[src/rtl/fifo_pkg.sv]
// Shared types and defaults for the async FIFO read/write-side arbiters.
package fifo_pkg;

  typedef enum logic [1:0] {
    IDLE,
    GRANT,
    DRAIN
  } arb_state_t;

  localparam int ARB_BURST_DEFAULT = 4;

endpackage

[src/rtl/rr_pick.sv]
// Round-robin pick: first requester strictly after 'last', wrapping modulo NREQ.
// Purely combinational so both FIFO arbiters can share it.
module rr_pick #(
  parameter int NREQ = 4,
  parameter int IDW  = 2
) (
  input  logic [NREQ-1:0] req,
  input  logic [IDW-1:0]  last,
  output logic [NREQ-1:0] winner,
  output logic [IDW-1:0]  idx,
  output logic            found
);

  // Offset 1 first so the previous winner has lowest priority this round.
  always_comb begin
    winner = '0;
    idx    = '0;
    found  = 1'b0;
    for (int i = 1; i <= NREQ; i++) begin
      if (!found && req[(int'(last) + i) % NREQ]) begin
        found = 1'b1;
        idx   = IDW'((int'(last) + i) % NREQ);
        winner[(int'(last) + i) % NREQ] = 1'b1;
      end
    end
  end

endmodule

[src/rtl/fifo_rd_arbiter.sv]
// Shares the read port of one async FIFO among NREQ consumers with round-robin
// bursts of up to BURST pops, staging each popped word in a one-entry tagged buffer.
module fifo_rd_arbiter
  import fifo_pkg::*;
#(
  parameter int NREQ  = 4,
  parameter int DSIZE = 8,
  parameter int BURST = ARB_BURST_DEFAULT,
  parameter int IDW   = 2
) (
  input  logic             rclk,
  input  logic             rrst_n,
  input  logic             rempty,
  input  logic [DSIZE-1:0] rdata,
  output logic             rinc,
  input  logic [NREQ-1:0]  req,
  input  logic [NREQ-1:0]  rdy,
  output logic [NREQ-1:0]  gnt,
  output logic             out_valid,
  output logic [DSIZE-1:0] out_data,
  output logic [IDW-1:0]   out_id
);

  localparam int CNTW = $clog2(BURST + 1);
  localparam logic [CNTW-1:0] BURST_C = CNTW'(BURST);

  arb_state_t state;
  arb_state_t next_state;

  logic [IDW-1:0]  cur;
  logic [IDW-1:0]  last;
  logic [CNTW-1:0] cnt;
  logic [NREQ-1:0] pick_winner;
  logic [IDW-1:0]  pick_idx;
  logic            pick_found;
  logic            pop;
  logic            accept;

  rr_pick #(
    .NREQ (NREQ),
    .IDW  (IDW)
  ) u_pick (
    .req    (req),
    .last   (last),
    .winner (pick_winner),
    .idx    (pick_idx),
    .found  (pick_found)
  );

  // A pop may overwrite the staged word only when it is leaving in the same cycle.
  assign accept = out_valid && rdy[cur];
  assign pop    = (state == GRANT) && !rempty && req[cur] && (cnt < BURST_C) &&
                  (!out_valid || rdy[cur]);
  assign rinc   = pop && rrst_n;

  always_ff @(posedge rclk) begin
    if (!rrst_n) begin
      state <= IDLE;
    end else begin
      state <= next_state;
    end
  end

  always_comb begin
    next_state = state;
    case (state)
      IDLE: begin
        if (|req && !rempty && pick_found) begin
          next_state = GRANT;
        end
      end
      GRANT: begin
        if (!pop && ((cnt == BURST_C) || !req[cur] || rempty)) begin
          next_state = DRAIN;
        end
      end
      DRAIN: begin
        if (!out_valid || rdy[cur]) begin
          next_state = IDLE;
        end
      end
      default: next_state = IDLE;
    endcase
  end

  always_ff @(posedge rclk) begin
    if (!rrst_n) begin
      gnt       <= '0;
      out_valid <= 1'b0;
      out_data  <= '0;
      out_id    <= '0;
      cnt       <= '0;
      cur       <= '0;
      last      <= IDW'(NREQ - 1);
    end else begin
      case (state)
        IDLE: begin
          if (next_state == GRANT) begin
            gnt  <= pick_winner;
            cur  <= pick_idx;
            last <= pick_idx;
            cnt  <= '0;
          end
        end
        GRANT: begin
          if (pop) begin
            out_data  <= rdata;
            out_id    <= cur;
            out_valid <= 1'b1;
            cnt       <= cnt + CNTW'(1);
          end else if (accept) begin
            out_valid <= 1'b0;
          end
        end
        DRAIN: begin
          if (next_state == IDLE) begin
            out_valid <= 1'b0;
            gnt       <= '0;
          end
        end
        default: begin
          gnt       <= '0;
          out_valid <= 1'b0;
        end
      endcase
    end
  end

endmodule

[config.mk]
export PLATFORM = sky130hd
export DESIGN_NAME = fifo_rd_arbiter
export DESIGN_NICKNAME = d
export VERILOG_FILES = /design/src/rtl/fifo_pkg.sv /design/src/rtl/rr_pick.sv /design/src/rtl/fifo_rd_arbiter.sv
export SDC_FILE = /design/constraint.sdc
export NUM_CORES = 1
export LEC_CHECK = 0
export BUFFER_PORTS_ARGS = -buffer_cell sky130_fd_sc_hd__buf_2
export CAP_MARGIN = 20
export CORE_MARGIN = 8
export CORE_UTILIZATION = 35
export DETAILED_ROUTE_END_ITERATION = 7
export GPL_TIMING_DRIVEN = 0
export PLACE_DENSITY_LB_ADDON = 0.12
export SLEW_MARGIN = 20
export SYNTH_ARGS = -nofsm -noshare
export SYNTH_HDL_FRONTEND = slang
export SYNTH_SLANG_ARGS = --single-unit
[constraint.sdc]
create_clock -name rclk -period 2.9 [get_ports rclk]
set_clock_uncertainty 0.2 [all_clocks]
set_input_delay 0.29 -clock rclk [delete_from_list [all_inputs] [get_ports rclk]]
set_output_delay 0.29 -clock rclk [all_outputs]
set_load 0.01 [all_outputs]
==> flow_summary_export.csv, run 1 <==
group,metric,value,unit
sta,rsz0062_at_grt,"no",
clock_tree,cts_buffers,3,
sta,finalSetupViolCount,0,
detailed_routing,drt-pass1-iter-count,4,
sta,whs,74.48,ps
power,combPwrFrac,24.9,%
yosys,synthArstFlopShare,0,%
finish,instances_no_fill,257,
floorplan,rows,24,
clock_tree,cts_sinks,24,
detailed_routing,drc_errors,0,
finish,fin_nets,235,
yosys,synth_area,0.001543,mm²
sta,clock.fmax,0.3608,GHz
yosys,synth-seq-cells,24,
yosys,yosysWarningCount,0,
sta,finalMaxSlewViolations,0,
floorplan,chipWidth,82.39,µm
grt,grt_max_degree,15,
detailed_routing,wl_per_cell,14.80,µm
clock_tree,cts_tree,"built",
yosys,muxShareOfSynthArea,17.27,%
floorplan,die_h,82.39,µm
finish,antenna_cells,0,
setup_path,crit_arrival,2760,ps
power,p_per_area,472.3,mW/mm²
power,peakVddDrop,0.1629,mV
yosys,ys_types,42,
run,drv_cap,0,
setup_path,path_max_fanout,10,
min_path,hold_path_class,"in2reg",
yosys,synth_ff_type,"dfxtp_1",
detailed_routing,drt_iter0_drc,58,
detailed_routing,drt-total-wl,3.804,mm
yosys,synth_top_family_by_area,"simple AND/OR/NAND/NOR gates",
setup_path,critPathCaptureType,"flip-flop",
yosys,synth_top_area_share,31.14,%
clock_tree,clkTransAtPathRegs,90,ps
floorplan,die_area,0.006788,mm²
clock_tree,cts.path.max_buffers,2,
power,seqPwrFrac,41.6,%
clock_tree,cts_htree_levels,1,
yosys,ys_top_cells_by_area,"dfxtp_1, mux2i_1, ha_1",
yosys,synth_top_area_cell,"dfxtp_1",
clock_tree,root_buffer,"clkbuf_8",
grt,overflow,0,
detailed_routing,via_count,1335,
power,swShare,28.16,%
place,port_buffers,34,
yosys,netlist_top_cells_count,"dfxtp_1, mux2i_1, nand2_1",
setup_path,worstPathRequired,2880,ps
yosys,synthCells,167,
grt,grt_antenna_before_repair,0,
finish,drive_gt1_share,26.83,%
detailed_routing,vias_per_cell,5.195,
grt,grt.total_usage,11.66,%
place,gp_congestion,0.7897,
yosys,syn_nets,196,
sta,layout_setup_ws,128.3,ps
sta,period_needed,2772,ps
floorplan,ios,35,
clock_tree,insertion_delay,270,ps
setup_path,critPathKind,"reg2reg",
yosys,synth_most_common_cell,"dfxtp_1",
place,dp.cells,253,
yosys,synth_xor_area_share,0.5677,%
clock_tree,cts_setup_buffers,0,
yosys,synth-edff-count,0,
power,p_switching,0.0002473,W
floorplan,start_util,35.93,%
yosys,synth_compound_area_share,17.44,%
clock_tree,holdBufCountCts,0,
power,leakagePower,0.7736,nW
setup_path,start_kind,"flip-flop",
place,place_ws,-309.1,ps
place,hpwlAfterDp,3.025,mm
yosys,synthAdderAreaFrac,8.759,%
finish,area_growth,20.52,%
grt,first_global_vias,1345,
grt,grt_pass1_wl,6.341,mm
power,p_int,0.0006309,W
finish,utilization,43.30,%
floorplan,coreArea,0.004294,mm²
yosys,post_synth.cell_area_avg,9.238,µm²
sta,tns,0,ps
sta,worstMarginPinSlew,840.0,ps
sta,hold_violations,0,
yosys,ys_seq_area_share,31.14,%
power,p_clk_share,33.5,%
run_status,status,"finished clean",
detailed_routing,antenna_left,0,
finish,fillers,426,
sta,fin_crit_sh,95.58,%
yosys,synth-simple-area-share,19.55,%
sta,slew_headroom,43.86,%
## final timing paths
kind / cells past startpoint / slack (ps) / start / endpoint
max: 9 / 130 / last[1] / gnt[3]
min: 3 / 70 / rdata[4] / out_data[4]
max reg2reg: 9 / 130 / last[1] / gnt[3]
min reg2reg: 2 / 280 / gnt[1] / gnt[1]
## registers in the layout, summed over array words and instances (netlist names)
name,cells
out_data,8
cur,2
last,2
state,2
out_valid,1
out_id,2
cnt,3
gnt,4
## metal layers
layer  track usage, %  routed length (µm)  up-vias
met5                0                   0        -
met4            4.386                  27        0
met3            1.407                 129        2
met2            19.34                1890       23
met1            15.05                1756      633
li1                 -                   -      677
## worst max-delay path, cell delays in order (launching register included)
cell and delay [ps]:
dfxtp_4 390, buf_4 180, inv_1 100, ha_1 270, buf_2 180, or3b_2 480, a211oi_1 250, a31oi_1 140
o221a_2 340, o21ai_0 160
## final cells by class
class	count	area, µm²	share of cell area (%)
buffer	10	51.30	2.759
clock buffer	3	41.29	2.221
clock inverter	1	30.03	1.615
inverter	9	33.78	1.817
multi-input combinational	124	982.2	52.83
sequential	24	485.5	26.11
tap	52	65.06	3.499
timing repair buffer	34	170.2	9.152
## power by group through the flow
stage / clock network (W) / logic (W) / registers, W
after floorplan: 0 / 0.000154 / 0.000372
after global placement: 0 / 0.000212 / 0.000372
after detailed placement: 0 / 0.000217 / 0.000373
after CTS: 0.000300 / 0.000219 / 0.000366
after global routing: 0.000320 / 0.000244 / 0.000370
final: 0.000294 / 0.000219 / 0.000366
## layout by cell type (no fill, tap or decap), types with 2 or more instances in the layout
cell type and count:
a311oi_1 2, buf_2 36, mux4_1 2, nand3b_1 3, nand2_1 14, a2111o_1 2
nand2b_1 4, and2_1 2, nor2b_1 10, ha_1 10, mux2_2 3, nor3_1 2
inv_1 9, clkbuf_8 3, mux2i_1 18, o21ai_0 9, a21oi_1 3, clkbuf_1 6
dfxtp_1 22, a21boi_0 2, a32oi_1 4, o22ai_1 2, nor2_1 10, o221a_2 4
## timing repair
item                                    4_1_cts  5_1_grt
pin swaps                                     0        0
gates resized for setup                       3        3
endpoints found under the setup margin        4        4
## stage by stage
stage,cell area (µm²),power [W]
final,1859,0.0008781
after global routing,1859,0.0009340
after CTS,1856,0.0008844
after detailed placement,1779,0.0005903
after global placement,1778,0.0005838
after floorplan,1543,0.0005263
## cells by family after synthesis
group,Yosys count
muxes,23
AOI/OAI and AO/OA,36
xor gates and xnor gates,1
DFF,24
buffers and inverters,19
adders and majority gates,11
and+or+nand+nor,53
No activity file was read; power rests on OpenSTA's default activity.
==> inputs of run 2 (changes only) <==
--- a/config.mk
+++ b/config.mk
@@ -7,12 +7,14 @@
 export LEC_CHECK = 0
 export BUFFER_PORTS_ARGS = -buffer_cell sky130_fd_sc_hd__buf_2
 export CAP_MARGIN = 20
+export CELL_PAD_IN_SITES_DETAIL_PLACEMENT = 0
+export CELL_PAD_IN_SITES_GLOBAL_PLACEMENT = 1
 export CORE_MARGIN = 8
 export CORE_UTILIZATION = 35
 export DETAILED_ROUTE_END_ITERATION = 7
 export GPL_TIMING_DRIVEN = 0
+export MAX_ROUTING_LAYER = met4
 export PLACE_DENSITY_LB_ADDON = 0.12
-export SLEW_MARGIN = 20
 export SYNTH_ARGS = -nofsm -noshare
 export SYNTH_HDL_FRONTEND = slang
 export SYNTH_SLANG_ARGS = --single-unit
==> flow_summary_export.csv, run 2 (synthesis gave the netlist of run 1 again) <==
group,metric,value,unit
finish,top_register,"out_data",
sta,rsz0062_at_grt,"no",
grt,use_met3,3.247,%
setup_path,r2r-start,"last[1]",
floorplan,die_area,0.006788,mm²
finish,instances_no_fill,258,
setup_path,regToRegSetupSlack,100,ps
clock_tree,holdBufCountCts,0,
floorplan,coreArea,0.004294,mm²
detailed_routing,drt_iter0_drc,73,
power,leakagePower,0.7749,nW
setup_path,reg2regPathDepth,9,
place,hpwlAfterDp,3.099,mm
grt,use_met2,19.34,%
min_path,hold_path_class,"in2reg",
floorplan,rows,24,
grt,grtUsageMet1,15.72,%
setup_path,r2r-end,"gnt[2]",
grt,grt.busiest_layer,"met2",
finish,drive_gt1_share,26.70,%
setup_path,path_max_fanout,10,
grt,grt_pass1_wl,6.486,mm
sta,finalSetupViolCount,0,
setup_path,crit_chain,"buf_4 -> inv_1 -> ha_1 -> buf_2 -> or3b_2 -> a211oi_1 -> a31oi_1 -> o221a_2 -> o21ai_0",
detailed_routing,drc_errors,0,
clock_tree,cts_sinks,24,
sta,tns,0,ps
floorplan,chipWidth,82.39,µm
finish,multi_input_area,980.9,µm²
sta,worstMarginPinSlew,793.1,ps
clock_tree,cts_tree,"built",
place,port_buffers,34,
detailed_routing,drt-total-wl,3.901,mm
grt,grt_antenna_before_repair,0,
min_path,hold_path_end,"out_data[7]",
power,p_per_area,472.5,mW/mm²
finish,largestRegisters,"out_data (8), gnt (4), cnt (3)",
run,drv_cap,0,
setup_path,critPathKind,"reg2reg",
detailed_routing,wl_per_cell,15.12,µm
sta,period_needed,2797,ps
floorplan,start_util,35.93,%
finish,final_cell_mix,"buf_2, dfxtp_1, mux2i_1",
clock_tree,clkTransAtPathRegs,90,ps
finish,fillers,449,
grt,first_global_vias,1394,
detailed_routing,drt-pass1-iter-count,4,
clock_tree,cts.path.max_buffers,2,
floorplan,ios,35,
clock_tree,root_buffer,"clkbuf_8",
setup_path,worst-path-buf-inv,3,
detailed_routing,via_count,1354,
setup_path,critPathCaptureType,"flip-flop",
grt,overflow,0,
finish,fin_nets,236,
sta,hold_violations,0,
finish,largest_reg_flops,8,
clock_tree,cts_buffers,3,
finish,area_growth,20.68,%
finish,layout_commonest_cell,"buf_2",
finish,utilization,43.36,%
clock_tree,cts_htree_levels,1,
place,dp.cells,254,
setup_path,critical_path.slowest_cell,"or3b_2",
finish,regArea,485.5,µm²
finish,antenna_cells,0,
place,gp_congestion,0.8469,
power,peakVddDrop,0.2470,mV
grt,grt_max_degree,15,
setup_path,crit_family,"compound AO/OA/AOI/OAI gates",
sta,clock.fmax,0.3575,GHz
setup_path,slowest_delay,470,ps
sta,fin_crit_sh,96.45,%
setup_path,crit_arrival,2780,ps
detailed_routing,vias_per_cell,5.248,
sta,finalMaxSlewViolations,0,
floorplan,die_h,82.39,µm
detailed_routing,antenna_left,0,
run_status,status,"finished clean",
clock_tree,insertion_delay,260,ps
grt,grt.total_usage,12.39,%
min_path,whs_path_depth,3,
setup_path,start_kind,"flip-flop",
sta,slew_headroom,45.76,%
min_path,min_from,"rdata[7]",
setup_path,worstPathRequired,2880,ps
-- run 2: timing repair --
action,in CTS,in global routing
hold endpoints to repair,0,0
resized for setup,3,3
endpoints found under the setup margin,4,4
buffers inserted,0,0
-- run 2: worst max-delay path by stage --
stage,endpoint,slack [ps],from,cells past startpoint
finish,gnt[2],100,last[1],9
global route,gnt[2],10,last[0],8
CTS,gnt[2],20,last[0],8
detailed placement,gnt[2],-310,last[1],9
global placement,gnt[2],-220,last[1],9
floorplan,gnt[0],160,last[1],9
-- run 2: worst reg2reg max path, cell delays in order, from the launching register on --
cell and delay, ps:
dfxtp_4 390, buf_4 190, inv_1 110, ha_1 270, buf_2 180, or3b_2 470, a211oi_1 250, a31oi_1 140
o221a_2 340, o21ai_0 180
-- run 2: cell type report --
class                           instances  share of cell area (%)
Multi-Input combinational cell        124                   52.69
Sequential cell                        24                   26.08
Timing Repair Buffer                   35                   9.341
Tap cell                               52                   3.495
Buffer                                 10                   2.755
Clock buffer                            3                   2.218
Inverter                                9                   1.815
Clock inverter                          1                   1.613
-- run 2: report_power, final --
| part | switching (W) | internal [W] | leakage (nW) |
|---|---|---|---|
| logic | 0.000123 | 0.0000998 | 0.544 |
| clock network | 0.000108 | 0.000184 | 0.0357 |
| registers | 0.0000178 | 0.000347 | 0.195 |
-- run 2: per-layer routing --
layer,part of all wire (%),vias up
met5,0,-
met3,5.4,4
met4,0.82,0
li1,-,683
met2,45,30
met1,49,637
-- run 2: metrics by stage --
stage               hold WS (ps)  setup slack (ps)  cell area, µm²  power [W]
floorplan                  259.5             157.9            1543  0.0005263
global placement           265.0            -216.5            1778  0.0005872
detailed placement         256.7            -314.3            1782  0.0005934
CTS                        79.06             17.53            1858  0.0008872
global route               81.50             12.51            1862  0.0009340
finish                     78.75             103.0            1862  0.0008797
